File: src/rtl/mod_add_reduce_pkg.sv
// Shared widths and FSM encoding for the modular add reducer.
package mod_add_reduce_pkg;

    localparam int OP_W    = 384;
    localparam int LIMB_W  = 64;
    localparam int N_LIMBS = OP_W / LIMB_W;

    typedef enum logic [1:0] {
        IDLE = 2'd0,
        SUB  = 2'd1,
        FIN  = 2'd2
    } state_t;

endpackage

File: src/rtl/mod_sub_limb.sv
// One limb of a ripple subtractor: diff = a - b - bin, bout set on underflow.
module mod_sub_limb #(
    parameter int LIMB_W = 64
) (
    input  logic [LIMB_W-1:0] a,
    input  logic [LIMB_W-1:0] b,
    input  logic              bin,
    output logic [LIMB_W-1:0] diff,
    output logic              bout
);

    assign {bout, diff} = {1'b0, a} - {1'b0, b} - {{LIMB_W{1'b0}}, bin};

endmodule

File: src/rtl/mod_add_reduce.sv
// Conditional subtraction of M from an (OP_W+1)-bit sum, one limb per cycle.
// Handshake: start is sampled only while idle (busy=0); done pulses for one
// cycle with result valid, and result holds until the next done.
module mod_add_reduce #(
    parameter int OP_W   = mod_add_reduce_pkg::OP_W,
    parameter int LIMB_W = mod_add_reduce_pkg::LIMB_W
) (
    input  logic                      clk,
    input  logic                      resetn,
    input  logic                      start,
    input  logic [OP_W:0]             inC,
    input  logic [OP_W-1:0]           inM,
    output logic                      busy,
    output logic [OP_W-1:0]           result,
    output logic                      done,
    output mod_add_reduce_pkg::state_t o_dbg_state
);

    import mod_add_reduce_pkg::state_t;
    import mod_add_reduce_pkg::IDLE;
    import mod_add_reduce_pkg::SUB;
    import mod_add_reduce_pkg::FIN;

    localparam int N     = OP_W / LIMB_W;
    localparam int CNT_W = $clog2(N + 1);
    localparam logic [CNT_W-1:0] LAST = CNT_W'(N - 1);

    state_t            r_state;
    logic              r_c_top;
    logic [OP_W-1:0]   r_c;
    logic [OP_W-1:0]   r_m;
    logic [OP_W-1:0]   r_diff;
    logic [CNT_W-1:0]  r_cnt;
    logic              r_borrow;
    logic [OP_W-1:0]   r_result;
    logic              r_busy;
    logic              r_done;

    logic [LIMB_W-1:0] w_diff;
    logic              w_bout;

    // C and M rotate by one limb per SUB cycle, so after N cycles both are
    // back in their captured positions for the final select.
    mod_sub_limb #(.LIMB_W(LIMB_W)) u_sub (
        .a    (r_c[LIMB_W-1:0]),
        .b    (r_m[LIMB_W-1:0]),
        .bin  (r_borrow),
        .diff (w_diff),
        .bout (w_bout)
    );

    always_ff @(posedge clk or negedge resetn) begin
        if (!resetn) begin
            r_state  <= IDLE;
            r_c_top  <= 1'b0;
            r_c      <= '0;
            r_m      <= '0;
            r_diff   <= '0;
            r_cnt    <= '0;
            r_borrow <= 1'b0;
            r_result <= '0;
            r_busy   <= 1'b0;
            r_done   <= 1'b0;
        end else begin
            r_done <= 1'b0;
            case (r_state)
                IDLE: begin
                    if (start) begin
                        r_c_top  <= inC[OP_W];
                        r_c      <= inC[OP_W-1:0];
                        r_m      <= inM;
                        r_cnt    <= '0;
                        r_borrow <= 1'b0;
                        r_busy   <= 1'b1;
                        r_state  <= SUB;
                    end
                end
                SUB: begin
                    r_c      <= {r_c[LIMB_W-1:0], r_c[OP_W-1:LIMB_W]};
                    r_m      <= {r_m[LIMB_W-1:0], r_m[OP_W-1:LIMB_W]};
                    r_diff   <= {w_diff, r_diff[OP_W-1:LIMB_W]};
                    r_borrow <= w_bout;
                    r_cnt    <= r_cnt + CNT_W'(1);
                    if (r_cnt == LAST) begin
                        r_state <= FIN;
                    end
                end
                FIN: begin
                    // A set carry bit means C >= 2^OP_W > M regardless of borrow.
                    r_result <= (r_c_top || !r_borrow) ? r_diff : r_c;
                    r_done   <= 1'b1;
                    r_busy   <= 1'b0;
                    r_state  <= IDLE;
                end
                default: r_state <= IDLE;
            endcase
        end
    end

    assign busy        = r_busy;
    assign result      = r_result;
    assign done        = r_done;
    assign o_dbg_state = r_state;

endmodule
File: config.mk
export PLATFORM = sky130hd
export DESIGN_NAME = mod_add_reduce
export DESIGN_NICKNAME = d
export VERILOG_FILES = /design/src/rtl/mod_add_reduce_pkg.sv /design/src/rtl/mod_sub_limb.sv /design/src/rtl/mod_add_reduce.sv
export SDC_FILE = /design/constraint.sdc
export NUM_CORES = 2
export LEC_CHECK = 0
export BUFFER_PORTS_ARGS = -buffer_cell sky130_fd_sc_hd__buf_2
export CORE_AREA = 2 2 454 456
export CTS_CLUSTER_DIAMETER = 100
export DETAILED_ROUTE_END_ITERATION = 6
export DIE_AREA = 0 0 456 458
export PLACE_DENSITY = 0.61
export SETUP_SLACK_MARGIN = 0.2
export SYNTH_ARGS = -nofsm -noshare
export SYNTH_HDL_FRONTEND = slang
export SYNTH_HIERARCHICAL = 1
export SYNTH_SLANG_ARGS = --single-unit
File: constraint.sdc
create_clock -name clk -period 7.1 [get_ports clk]
set_input_delay 1.42 -clock clk [delete_from_list [all_inputs] [get_ports clk]]
set_output_delay 1.42 -clock clk [all_outputs]
set_load 0.01 [all_outputs]
==> qor.yml <==
cts-root-buf: "clkbuf_16"
syn_inst: 8743
fin_tns_setup_ns: 0
skew_ns: 0.0786
synth_largest_area_cell: "dfrtp_1"
top_layer: "met5"
dp.cells: 12100
endpoint_kind: "flop"
initial_core_util_pct: 35.1
outcome: "finished clean"
instances_no_fill: 12400
core_region_area_mm2: 0.204
place_congestion: 0.920
arrival_ns: 5.18
synth_area_leaders: "dfrtp_1, nand2_1, a31oi_1"
clk_latency_ns: 0.88
setup_viol: 0
firstDrtPassIters: 6
fillers: 20800
hold_viol_final: 0
dieArea_mm2: 0.209
fin_nets: 10500
synth.distinct_cells: 68
vias_per_cell: 5.30
layout_common_cells: "nand2_1, dfrtp_1, nor2_1"
wl_met3_mm: 21.0
fin_area_mm2: 0.0853
synth_seq_cells: 1545
synth_edf_count: 0
cts_sinks: 1545
max_freq_mhz: 225
grt_max_degree: 252
drive_gt1_share_pct: 16.1
cts_buffer_depth: 3
drc: 0
crit_required_ns: 7.84
syn_to_final_growth_pct: 19.1
p_total_mw: 51.8
grt_pass1_wl_mm: 422
final-max-slew-violation-count: 0
dp_hpwl_mm: 211
irDropWorstVdd_uv: 309
fp-row-count: 166
antenna_found_initial: 75
io_pins: 1160
wl_met2_mm: 126
drtAntennaViolNets: 0
leakage_nw: 42.1
syn_avg_cell_area_um2: 8.19
numCtsBuffers: 176
place_area_mm2: 0.0789
overflow: 0
critical_path.slowest_cell: "fa_1"
ys_seq_area_share_pct: 54.0
yosysWarningCount: 6
cp_cell_sequence: "inv_1 -> fa_1 -> inv_1 -> ha_1 -> or2_2 -> fa_1 -> nor3b_1 -> o21a_4 -> a211oi_4 -> o2111ai_1 -> a31oi_1 -> o21a_1 -> a31o_2 -> a21oi_1 -> xnor2_1 -> nand2_1 -> nand2_1"
die_h_um: 458
rsz0062_at_grt: "false"
avgRoutedWirePerCell_um: 23.3
worstPathMaxFanout: 4
cp_top_family: "compound AO/OA/AOI/OAI gates"
synth.cell_area_mm2: 0.0716
cts_resized: 0
netlist.area_leader.share_pct: 54.0
regArea_mm2: 0.0387
grt_use_total_pct: 27.0
htreeDepth: 4
cpPeakStageDelay_ns: 0.52
cts_tree: "done"
drtIter0Drc: 7063
min_path_type: "reg -> reg"
critical_path_buf_inv_count: 2
layout_commonest_cell: "nand2_1"
p_per_area_mw_per_mm2: 607
ys.flop_type: "dfrtp_1"
vias: 65900
fin_crit_sh_pct: 62.5
fin_crit_ns: 4.44
critPathLaunchType: "flop"
post_cts_buffers: 0
async_flop_share_pct: 100
relSlewSlack_pct: 28.5
multi_input_area_mm2: 0.0292
grt_pass1_vias: 62400
io_buffers: 1159
holdBufCountCts: 0
clk_pin_slew_ns: 0.06
wl_mm: 290
met1_length_mm: 127
critPathKind: "reg -> reg"
worstMarginPinSlew_ns: 1.07
die_w_um: 456
synth_fp_nets: 9645
drv_cap: 0
worst paths after layout:
kind | from | end | slack, ns | cells past startpoint
min | r_diff[37] | r_diff[37] | 0.48 | 2
min reg2reg | r_diff[37] | r_diff[37] | 0.48 | 2
max in group asynchronous | resetn | r_c[182] | 4.79 | 3
min in group asynchronous | resetn | r_m[210] | 0.49 | 1
max reg2reg | r_borrow | r_diff[382] | 2.66 | 17
max | r_borrow | r_diff[382] | 2.66 | 17
flip-flops by register name, summed over array words and instances (netlist names):
name and count:
busy 1, done 1, o_dbg_state 2, r_borrow 1
r_c 384, r_c_top 1, r_cnt 3, r_diff 384
r_m 384, result 384
cell families (layout without fill, tap and decap cells):
kind of cell	Yosys count	after routing	synth area share (%)
flip-flops	1545	1545	54.0
other	0	50	0
AND/OR/NAND/NOR	4802	4802	25.5
buffers and inverters	823	1778	5.26
XOR/XNOR	61	61	0.746
AO/OA/AOI/OAI	1379	1379	12.1
multiplexers	3	3	0.0437
adder cells (fa/ha/maj)	130	130	2.29
cell usage after synthesis (19+ instances only):
master	instances
ha_1	128
a21o_1	31
nor2_1	1191
xnor2_1	33
buf_4	21
nand2_1	3519
nand4_1	19
buf_2	427
a21oi_1	81
dfrtp_1	1545
inv_1	202
a31oi_1	1162
clkbuf_1	147
o21ai_0	37
xor2_1	28
stage by stage:
step           hold slack, ns  setup slack [ns]  utilization, %
2_1_floorplan           0.446              3.47               -
3_3_place_gp            0.457              2.51            38.7
3_5_place_dp            0.462              2.58            38.7
4_1_cts                 0.477              2.53            41.8
5_1_grt                 0.486              2.29            41.9
6_report                0.476              2.66            41.9
final cells by class:
type                            count  area share [%]
Clock inverter                     68            1.31
Tap cell                         2688            3.94
Antenna cell                       50           0.147
Clock buffer                      256            6.02
Multi-Input combinational cell   6375            34.2
Inverter                          202           0.889
Timing Repair Buffer             1252            8.11
Sequential cell                  1545            45.3
layer usage:
metal / global-route usage, % / vias up
met5: 0 / -
met4: 15.4 / 16
met3: 5.00 / 511
met2: 39.3 / 2600
met1: 37.7 / 32500
li1: - / 30300
where the power goes:
group	switching (mW)	internal, mW	total [mW]
Sequential	4.61	13.6	18.2
Clock	4.09	5.70	9.80
Combinational	15.5	8.33	23.8
Total	24.2	27.6	51.8
tightest hold or removal path: cells and delay by family, from the launching register on:
kind             cells  cell delay, ns
flip-flops           1            0.34
AND/OR/NAND/NOR      2            0.11
Power figures use the tool's default switching activity.
